$ cat src/rtl/seq_mul.sv
// rtl/seq_mul.sv - sequential shift-add unsigned multiplier, STEP multiplier bits per cycle
// Optional early termination on exhausted multiplier bits: define SEQ_MUL_EARLY_EXIT_EN.
module seq_mul #(
    parameter int N    = 16,
    parameter int STEP = 2
) (
    input  logic           clk,
    input  logic           rst_n,
    input  logic           in_valid,
    output logic           in_ready,
    input  logic [N-1:0]   a,
    input  logic [N-1:0]   b,
    output logic           out_valid,
    input  logic           out_ready,
    output logic [2*N-1:0] c,
    output logic           busy
);

    localparam int NDIG = N / STEP;
    localparam int CW   = (NDIG > 1) ? $clog2(NDIG) : 1;

    // Elaboration guard: the digit loop only covers b exactly when STEP divides N.
    generate
        if (N < 2 || STEP < 1 || (N % STEP) != 0) begin : g_bad_params
            $error("seq_mul: N must be >= 2 and STEP must divide N");
        end
    endgenerate

    typedef enum logic [1:0] {
        IDLE = 2'd0,
        BUSY = 2'd1,
        DONE = 2'd2
    } state_t;

    state_t            state;
    state_t            state_nxt;
    logic [N-1:0]      a_r;
    logic [N-1:0]      b_r;
    logic [2*N-1:0]    acc;
    logic [CW-1:0]     cnt;
    logic [N+STEP-1:0] pp;
    logic [2*N-1:0]    pp_sh;
    logic              last_digit;
    logic              b_zero;

    // Partial product of the current (lowest remaining) digit, aligned to its weight.
    always_comb begin
        pp    = {{STEP{1'b0}}, a_r} * {{N{1'b0}}, b_r[STEP-1:0]};
        pp_sh = (2*N)'(pp) << (32'(cnt) * STEP);
    end

`ifdef SEQ_MUL_EARLY_EXIT_EN
    logic rest_zero;

    // Finish as soon as no nonzero digit remains above the current one.
    always_comb begin
        rest_zero  = ((b_r >> STEP) == '0);
        last_digit = rest_zero;
        b_zero     = (b == '0);
    end
`else
    // Fixed latency: finish on the last digit regardless of operand values.
    always_comb begin
        last_digit = (cnt == CW'(NDIG - 1));
        b_zero     = 1'b0;
    end
`endif

    // State register.
    always_ff @(posedge clk or negedge rst_n) begin
        if (!rst_n) begin
            state <= IDLE;
        end else begin
            state <= state_nxt;
        end
    end

    // Next-state logic and state-decoded handshake outputs.
    always_comb begin
        state_nxt = state;
        in_ready  = (state == IDLE);
        busy      = (state == BUSY);
        out_valid = (state == DONE);
        case (state)
            IDLE: begin
                if (in_valid) begin
                    state_nxt = b_zero ? DONE : BUSY;
                end
            end
            BUSY: begin
                if (last_digit) begin
                    state_nxt = DONE;
                end
            end
            DONE: begin
                if (out_ready) begin
                    state_nxt = IDLE;
                end
            end
            default: state_nxt = IDLE;
        endcase
    end

    // Datapath: capture operands on accept, accumulate one digit per BUSY edge, load c at the end.
    always_ff @(posedge clk or negedge rst_n) begin
        if (!rst_n) begin
            a_r <= '0;
            b_r <= '0;
            acc <= '0;
            cnt <= '0;
            c   <= '0;
        end else begin
            case (state)
                IDLE: begin
                    if (in_valid) begin
                        a_r <= a;
                        b_r <= b;
                        acc <= '0;
                        cnt <= '0;
                        if (b_zero) begin
                            c <= '0;
                        end
                    end
                end
                BUSY: begin
                    acc <= acc + pp_sh;
                    cnt <= cnt + 1'b1;
                    b_r <= b_r >> STEP;
                    if (last_digit) begin
                        c <= acc + pp_sh;
                    end
                end
                default: begin
                end
            endcase
        end
    end

endmodule
$ cat config.mk
export PLATFORM = sky130hd
export DESIGN_NAME = seq_mul
export DESIGN_NICKNAME = d
export VERILOG_FILES = /design/src/rtl/seq_mul.sv
export SDC_FILE = /design/constraint.sdc
export NUM_CORES = 1
export LEC_CHECK = 0
export CORE_MARGIN = 5
export CORE_UTILIZATION = 64
export CTS_BUF_LIST = sky130_fd_sc_hd__clkbuf_8
export DETAILED_ROUTE_END_ITERATION = 8
export PLACE_DENSITY = 0.88
export SETUP_SLACK_MARGIN = 0.02
export SLEW_MARGIN = 15
export SYNTH_ARGS = -nofsm -noshare
export SYNTH_HDL_FRONTEND = slang
export SYNTH_SLANG_ARGS = --single-unit
export TNS_END_PERCENT = 5
$ cat constraint.sdc
create_clock -name clk -period 9.2 [get_ports clk]
set_clock_uncertainty 0.15 [all_clocks]
set_input_delay 1.38 -clock clk [delete_from_list [all_inputs] [get_ports clk]]
set_output_delay 1.38 -clock clk [all_outputs]
set_load 0.05 [all_outputs]
# After elaboration in Yosys (flattened, before gate mapping)
# Cells that the tools add are included.
[classes] addsub=2 n_mul=1 n_eq_ne=6 shift=1 n_mux=10 reduce_logical=6
[op_table] operator="$pmux W32 S2" n=1
[op_table] operator="$add A32 B32 Y32" n=1
[op_table] operator="$mux W32" n=1
[op_table] operator="$pmux W16 S2" n=1
[op_table] operator="$shl A18 B4 Y32" n=1
[op_table] operator="$mul A16 B2 Y18" n=1
[op_table] operator="$mux W16" n=1
[op_table] operator="$mux W2" n=3
[op_table] operator="$pmux W2 S3" n=1
[op_table] operator="$pmux W3 S2" n=1
[op_table] operator="$reduce_and A2 Y1" n=3
[op_table] operator="$ne A2 B1 Y1 const B" n=2
[op_table] operator="$add A3 B1 Y3 const B" n=1
[op_table] operator="$eq A3 B3 Y1 const B" n=1
[op_table] operator="$mux W3" n=1
[op_table] operator="$reduce_and A3 Y1" n=1
[op_table] operator="$eq A2 B1 Y1 const B" n=1
[op_table] operator="$eq A2 B2 Y1 const B" n=1
[op_table] operator="$logic_not A2 Y1" n=1
[op_table] operator="$ne A2 B2 Y1 const B" n=1
[op_table] operator="$reduce_bool A2 Y1" n=1
[word_totals] register_bits=101 input_bits=36 output_inout_bits=35

# Depth between registers and ports, before layout
[depth] word_depth=4 depth_mapped=25 depth_no_buf=23

# Worst setup path after synthesis
# Ideal clock, no wire load.
[synth_path] path_type="register to register" startpoint="reg b_r[0]" endpoint="reg acc[30]" t_arrival_ps=4889 required_ps=8915 path_slack_ps=4026 path_stages_with_launch=25 path_buffers=4 period_less_slack_ps=5174 cell_sequence="dfrtp_1 clkbuf_1 clkbuf_1 and2_1 ha_1 clkbuf_1 a21o_1 o31a_1 a311oi_2 o21ai_0 xnor2_1 o21ai_0 mux2i_1 mux2i_1 ha_1 clkbuf_1 a21oi_1 nor2b_1 o21ai_0 a21oi_1 nor4_1 nor4b_1 a211oi_1 xor2_1 o21ai_0"
[synth_via] elab_chain_len=4
[synth_rtl] item="start: declaration" line="38" text="logic [N-1:0] b_r;"
[synth_rtl] item="start signal: assignment" line="128" text="b_r <= b_r >> STEP;"
[synth_rtl] item="$mul A16 B2 Y18" line="48" text="pp = {{STEP{1'b0}}, a_r} * {{N{1'b0}}, b_r[STEP-1:0]};"
[synth_rtl] item="$shl A18 B4 Y32" line="49" text="pp_sh = (2*N)'(pp) << (32'(cnt) * STEP);"
[synth_rtl] item="$add A32 B32 Y32" line="126" text="acc <= acc + pp_sh;"
[synth_rtl] item="$pmux W32 S2" line="113" text="case (state)"
[synth_rtl] item="end signal: assignment" line="126"
[synth_rtl] item="end: declaration" line="39" text="logic [2*N-1:0] acc;"
# Every way passes these cells.
# A chain may end at the register's enable or synchronous reset.

# Worst setup path in the final report
# Ends and elaborated chain as after synthesis.

==> impl_metrics.toml <==
[global_routing]
overflow = 0
grt_pass1_wl_mm = 30.3
antenna_found_initial = 0
grt_max_degree = 83
grt_pass1_vias = 6291
grt_use_total_pct = 27.9

[worst_setup_path]
crit_type = "reg2reg"
endpoint = "acc[30]$_DFFE_PN0P_"
required_ps = 9290
rr_worst_depth = 22
crit_start = "b_r[0]$_DFFE_PN0P_"
cp_data_arrival_time_ps = 6450
ff2ff_setup_slack_ps = 2840
slowest_delay_ps = 860
endpoint_kind = "register"
cp-start-kind = "register"
path_cells = "and2_1 -> ha_1 -> inv_1 -> fa_1 -> nand2b_1 -> a21oi_1 -> o31a_1 -> a311oi_2 -> xnor2_1 -> nor2_1 -> a21oi_1 -> mux2i_1 -> o21ai_0 -> ha_1 -> a21o_1 -> a31oi_1 -> nor3_1 -> nor4_1 -> nor4b_1 -> a211oi_1 -> xor2_1 -> o21ai_0"
cp_max_fo = 19
crit_path_top_delay_cell = "nor4_1"
r2r-end = "acc[30]$_DFFE_PN0P_"
worstReg2RegStart = "b_r[0]$_DFFE_PN0P_"

[logic_synthesis]
synth.cell_area_um2 = 7190
syn_area_per_cell_um2 = 8.06
synth_top_area_share_pct = 35.1
syn_nets = 980
synth_area_leaders = "dfrtp_1 (35%), nand2_1 (8.8%), ha_1 (8.5%)"
synth_ff_type = "dfrtp_1"
synth_edf_count = 0
synthArstFlopShare_pct = 100
yosysUniqueCellTypes = 56
yosysSeqAreaShare_pct = 35.1
synth.ff_latch_count = 101
ys_warn_count = 0
synthCells = 893
synth_top_area_cell = "dfrtp_1"

[place]
port_buffers = 70
place.gp.congestion = 0.962
dp_hpwl_mm = 12.7
placedInstanceArea_um2 = 7920
pre_cts_slack_ps = 3110

[finish]
final_util_pct = 74.2
areaGrowthSynthToFinish_pct = 12.9
fin_area_um2 = 8120
nets = 1014
drive_above_1_share_pct = 4.51
antennaDiodeCount = 0

[clock_network]
cts_buffers = 9
cts-resized-gates = 0
cts_sinks = 101
cts_hold_buf = 0
path_clk_slew_ps = 110
post-cts-setup-buffer-count = 0
cts_max_path_buffers = 2
clkLatencyLatePin_ps = 400
h-tree-depth = 3
cts_root_buf = "clkbuf_8"
cts_tree = "yes"

[timing]
worst_pin_slew_ps = 1060
rsz0062_at_grt = "false"
max_slew_margin_pct = 29.4
hold_viol = 0
timing.fmax_ghz = 0.157
fin_ws_ps = 2840
setup_viol = 0
report.final.slew_viol_count = 0
fin_setup_tns_ps = 0
fin_crit_sh_pct = 69.1
period_needed_ps = 6360

[route]
routed_wl_mm = 17.9
vias_per_cell = 6.13
ant_nets = 0
drt_iter0_markers = 515
wl_per_cell_um = 16.7
via_count = 6572
drtPass1Iterations = 6
drc = 0

[run]
drv_cap = 0

[floorplan]
initial_utilization_pct = 65.8
rows = 38
core_area_um2 = 10900
io_pins = 71
die_w_um = 116
die_area_um2 = 13500
fp.dieH_um = 116

[outcome]
outcome = "finished clean"

[hold_path]
min_path_type = "reg2reg"
## registers in the layout, summed over array words and instances (netlist names)
register / count
acc: 32
c: 32
a_r: 16
b_r: 16
cnt: 3
state: 2
## cells in the final DEF, fill, tap and decap left out, types with 15 or more instances in the layout
cell type,n
a21o_1,21
a21oi_1,54
a31oi_1,21
and2_1,31
clkdlybuf4s50_1,69
dfrtp_1,101
ha_1,49
inv_1,23
mux2i_1,15
nand2_1,168
nand3_1,32
nor2_1,44
o21ai_0,107
xnor2_1,18
xor2_1,21
## synth_stat cells (4+ instances only)
cell type,instances
nand2_1,169
o21ai_0,107
dfrtp_1,101
a21oi_1,54
ha_1,49
clkbuf_1,48
nor2_1,45
nand3_1,32
and2_1,31
inv_1,23
a21o_1,21
a31oi_1,21
xor2_1,21
xnor2_1,18
mux2i_1,15
nor3_1,13
nand2b_1,10
a211oi_1,8
nand4_1,8
nor4_1,8
o211ai_1,8
o21a_1,8
o21bai_1,8
mux2_2,7
buf_1,6
nor2b_1,4
o31ai_1,4
or3_1,4
## metrics by stage
stage | instances | hold WS [ps]
2_1_floorplan | 893 | 291
4_1_cts | 1072 | 342
6_report | 1072 | 338
3_5_place_dp | 1056 | 320
3_3_place_gp | 1056 | 305
5_1_grt | 1072 | 374
## area by class of cell
class,count,area (um2)
Inverter,24,90.1
Clock inverter,6,56.3
Fill cell,857,2820
Clock buffer,10,138
Sequential cell,101,2530
Multi-Input combinational cell,714,4380
Tap cell,140,175
Timing Repair Buffer,77,751
## worst max-delay path, delay by kind of cell (launching register included)
family,cells,cell delay [ps]
AOI/OAI and AO/OA,9,2170
xor gates and xnor gates,2,500
adders and majority gates,3,950
buffers and inverters,1,60
DFF,1,640
muxes,1,160
and+or+nand+nor,6,1550
## kinds of logic after synthesis
kind of cell | after synthesis | synth area share, %
multiplexers | 22 | 3.18
AO/OA/AOI/OAI | 266 | 22.6
XOR/XNOR | 39 | 4.75
buffers and inverters | 78 | 4.07
flip-flops | 101 | 35.1
AND/OR/NAND/NOR | 336 | 21.2
adder cells (fa/ha/maj) | 51 | 9.08
## worst min-delay path by stage
stage | startpoint | to | slack, ps | cells after the start
after floorplan | state[1]$_DFFE_PN0P_ | state[0]$_DFFE_PN0P_ | 290 | 1
final | c[28]$_DFFE_PN0P_ | c[28]$_DFFE_PN0P_ | 340 | 2
after global placement | state[1]$_DFFE_PN0P_ | state[0]$_DFFE_PN0P_ | 310 | 1
after detailed placement | c[26]$_DFFE_PN0P_ | c[26]$_DFFE_PN0P_ | 320 | 2
after global routing | acc[20]$_DFFE_PN0P_ | acc[20]$_DFFE_PN0P_ | 370 | 2
after CTS | c[26]$_DFFE_PN0P_ | c[26]$_DFFE_PN0P_ | 340 | 2
## layer usage
layer	global-route usage, %	vias up	part of all wire, %
met1	37.1	3101	45
met3	4.96	27	6.1
met2	46.5	224	47
li1	-	3220	-
met4	8.97	0	1.8
met5	0	-	0
Power is not shown: default switching activity piles up to over one toggle a cycle in this logic, so the estimate is an artifact.
==> edit 1: new RTL, config.mk and constraints unchanged <==
`N`: 16 -> 32.
--- a/src/rtl/seq_mul.sv
+++ b/src/rtl/seq_mul.sv
@@ -2,5 +2,5 @@
 // Optional early termination on exhausted multiplier bits: define SEQ_MUL_EARLY_EXIT_EN.
 module seq_mul #(
-    parameter int N    = 16,
+    parameter int N    = 32,
     parameter int STEP = 2
 ) (
Interface: changed (resized a, b and c); port bits go from 71 to 135. The function was not compared with the original's and may differ.
==> edit 1 against the unedited design <==
  * Sequential cell count is 97 higher
  * Setup slack got worse by 1.7 ns
  * Routed wire length grew to 2.8 times the old value
  * Final area grew 120%
  * Worst hold slack gained 0.0026 ns
  * Via count grew to 2.5 times the old value
  * Synthesized area up 130%
  * Synthesized cell count grew 140%
  * Critical path type unchanged
Power is left out: the tool's default activity adds up to more than one toggle a clock period on the data nets, which glitch-free logic cannot reach.
==> edit 1: results (changes against the unedited design) <==
[cts]
clk_latency_ns = 0.50  ; +0.10 ns
path_clk_slew_ns = 0.10
clock-root-buffer = clkbuf_8
cts_setup_buffers = 0  ; unchanged
htreeDepth = 4  ; +1
cts_made_buffers = 17  ; +8
clockBufferDepth = 2  ; unchanged
post_cts_resized = 0  ; unchanged

[setup_path]
critPathSlowestCell = dfrtp_1
critPathArrivalTime_ns = 8.26  ; +1.81 ns
critical-path-top-delay-family = compound AO/OA/AOI/OAI gates
path_max_fanout = 35  ; +16
cpPeakStageDelay_ns = 0.92  ; +0.06 ns

[logic_synthesis]
synth_edf_count = 0  ; unchanged
synthFlopType = dfrtp_1
synthTopCellsByCount = 357 x nand2_1, 209 x o21ai_0, 198 x dfrtp_1, 161 x nor2_1, 145 x a21oi_1
ys_types = 89  ; +59%
synth_area_leaders = dfrtp_1 30%, nand2_1 8.2%, ha_1 7.2%
syn_nets = 2292  ; +130%
yosys_warnings = 0  ; unchanged
synthArstFlopShare_pct = 100  ; unchanged
synth-seq-area-share_pct = 30.2  ; -5.0 points

[final_layout]
drive_above_1_share_pct = 4.35  ; -0.16 points
n_antenna_cell = 0  ; unchanged
reg_top3 = acc x64, c x64
n_fill_cell = 2002  ; +130%

[place]
routabilityCongestion = 0.991  ; +3.0%
portBuffers = 134  ; +91%
dp_hpwl_um = 37200  ; +190%

[routing]
routed_wl_um = 49300  ; +180%
via_count = 16500  ; +150%
first_iter_violations = 2076  ; +300%
drt_pass1_iterations = 6  ; unchanged

[run_status]
status = complete, no violations

[sta]
relSlewSlack_pct = 22.8  ; -6.6 points

[global_route]
grtUsageTotal_pct = 33.5  ; +5.6 points
antenna_found_initial = 0  ; unchanged
first_global_vias = 15300  ; +140%
grt_pass1_wl_um = 79500  ; +160%
grt_max_degree = 114  ; +37%

[worst_hold_path]
hold_path.class = reg2reg

edit 1: kinds of logic (layout without fill, tap and decap cells):
group / after synthesis / after routing / share of synthesized area [%]
simple gates: 838 / 838 / 23.2
compound gates: 690 / 690 / 27.1
flops: 198 / 198 / 30.2
buf+inv: 178 / 212 / 4.20
fa+ha+maj: 97 / 97 / 7.48
xor+xnor: 83 / 83 / 4.52
mux: 43 / 43 / 3.31
edit 1: cell type report:
class	instances	area [um^2]	share of cell area, %
clock inverters	15	189	1.04
inverters	34	128	0.703
flip-flops and latches	198	4950	27.3
clock buffers	17	234	1.29
repair buffers	146	1440	7.90
well taps	330	413	2.27
multi-input cells	1751	10800	59.5
edit 1: routing by layer:
layer,part of all wire (%),global-route usage [%]
met1,43,47.8
met2,44,52.2
met3,8.2,4.60
met4,4.1,12.6
met5,0,0
edit 1: path summary, 6_finish.rpt:
check                             from       to  slack [ns]  depth (start not counted)
worst max-delay path            b_r[0]    c[63]        1.15                         23
worst min-delay path             c[23]    c[23]        0.34                          2
worst max register to register  b_r[0]    c[63]        1.15                         23
worst min register to register   c[23]    c[23]        0.34                          2
max in group asynchronous        rst_n  a_r[30]        6.11                          3
min in group asynchronous        rst_n  acc[12]        0.71                          1
edit 1: through the flow:
stage / utilization [%] / std cells / hold slack [ns] / setup WS, ns / instance area, um^2
floorplan: - / 2127 / 0.302 / 2.96 / 16400
global placement: 70.2 / 2459 / 0.310 / 1.52 / 17700
detailed placement: 70.2 / 2459 / 0.318 / 1.39 / 17700
CTS: 71.9 / 2491 / 0.342 / 1.33 / 18200
global route: 71.9 / 2491 / 0.369 / 0.680 / 18200
finish: 71.9 / 2491 / 0.340 / 1.15 / 18200
==> edit 2: new RTL, config.mk and constraints unchanged <==
Made on the original files. Encoding of `state_t`: now one-hot (3 bits for 3 states).
--- a/src/rtl/seq_mul.sv
+++ b/src/rtl/seq_mul.sv
@@ -27,8 +27,8 @@
     endgenerate
 
-    typedef enum logic [1:0] {
-        IDLE = 2'd0,
-        BUSY = 2'd1,
-        DONE = 2'd2
+    typedef enum logic [2:0] {
+        IDLE = 3'b001,
+        BUSY = 3'b010,
+        DONE = 3'b100
     } state_t;
 
Formal check against the unedited RTL: no difference found for any inputs over 4 cycles, from zero or initial values and one cycle with rst_n low; so few cycles prove little.
==> edit 2 against the unedited design <==
  * Synthesized area is 3.8% higher
  * Final area up 3.2%
  * Setup slack improved by 0.55 ns
  * Maximum frequency grew 9.6%
  * Routed wire length is 0.38% higher
  * Sequential cell count is 1 higher
  * Worst hold slack got worse by 0.0053 ns
==> edit 2: results (changes against the unedited design) <==
[routing]
via_count = 6847  ; +4.2%
routedLengthMet1_um = 8130  ; +1.6%
wire_per_inst_um = 16.3  ; -2.4%
vias_per_cell = 6.21  ; +1.3%
drt_pass1_iterations = 5  ; -1

[final_layout]
multi_input_area_mm2 = 0.00462  ; +5.5%
n_fill_cell = 916  ; +6.9%
buffer_area_share_pct = 8.96  ; -0.29 points
inv_count = 23  ; -4.2%
clk_share_pct = 2.25  ; -0.13 points
nNetsFinal = 1041  ; +2.7%

[global_route]
grtUsageMet3_pct = 3.94  ; -1.0 points
grt_pass1_wl_um = 30400  ; +0.23%
first_global_vias = 6308  ; +0.27%
grtUsageTotal_pct = 25.9  ; -2.0 points
met1_usage_pct = 36.9  ; -0.20 points
use_met2_pct = 39.0  ; -7.5 points

[setup_path]
reg2reg_to = c[21]
critPathArrivalTime_ns = 5.95  ; -0.50 ns
path_max_fanout = 18  ; -1
r2r_start = b_r[1]
cpPeakStageDelay_ns = 0.65  ; -0.21 ns
r2r_slack_ns = 3.40  ; +0.55 ns

[run_status]
status = complete, no violations

[logic_synthesis]
synth-seq-area-share_pct = 34.2  ; -0.94 points
synthTopCellsByCount = 181 x nand2_1, 101 x dfrtp_1, 74 x o21ai_0, 54 x nor2_1, 49 x ha_1
ys_types = 70  ; +25%
synth_area_leaders = dfrtp_1 34%, nand2_1 9.1%, ha_1 8.2%
synthCells = 922  ; +3.2%
synthAdderAreaFrac_pct = 8.74  ; -0.33 points

[place]
routabilityCongestion = 0.934  ; -3.0%
dp_slack_ns = 3.50  ; +0.395 ns
dp_cells = 1086  ; +2.8%
dp_hpwl_um = 13200  ; +3.9%

[worst_hold_path]
holdCritStartpoint = c[16]
hold_end = c[16]

[edit 2: metrics by stage]
stage | util [%] | hold slack [ns] | area (um^2) | total power (W)
global route | 73.4 | 0.353 | 8380 | 0.00297
finish | 73.4 | 0.332 | 8380 | 0.00274
detailed placement | 71.7 | 0.316 | 8190 | 0.00244
CTS | 73.4 | 0.341 | 8380 | 0.00272
floorplan | - | 0.302 | 7470 | 0.00203
global placement | 71.7 | 0.309 | 8190 | 0.00238
[edit 2: how the worst max path moves through the flow]
stage	startpoint	endpoint	cells after the start	slack, ns
2_1_floorplan	b_r[1]	c[31]	20	4.05
3_3_place_gp	b_r[1]	c[21]	21	3.75
6_report	b_r[1]	c[21]	21	3.40
4_1_cts	b_r[1]	c[21]	21	3.46
3_5_place_dp	b_r[1]	c[21]	21	3.50
5_1_grt	b_r[1]	c[21]	21	2.85
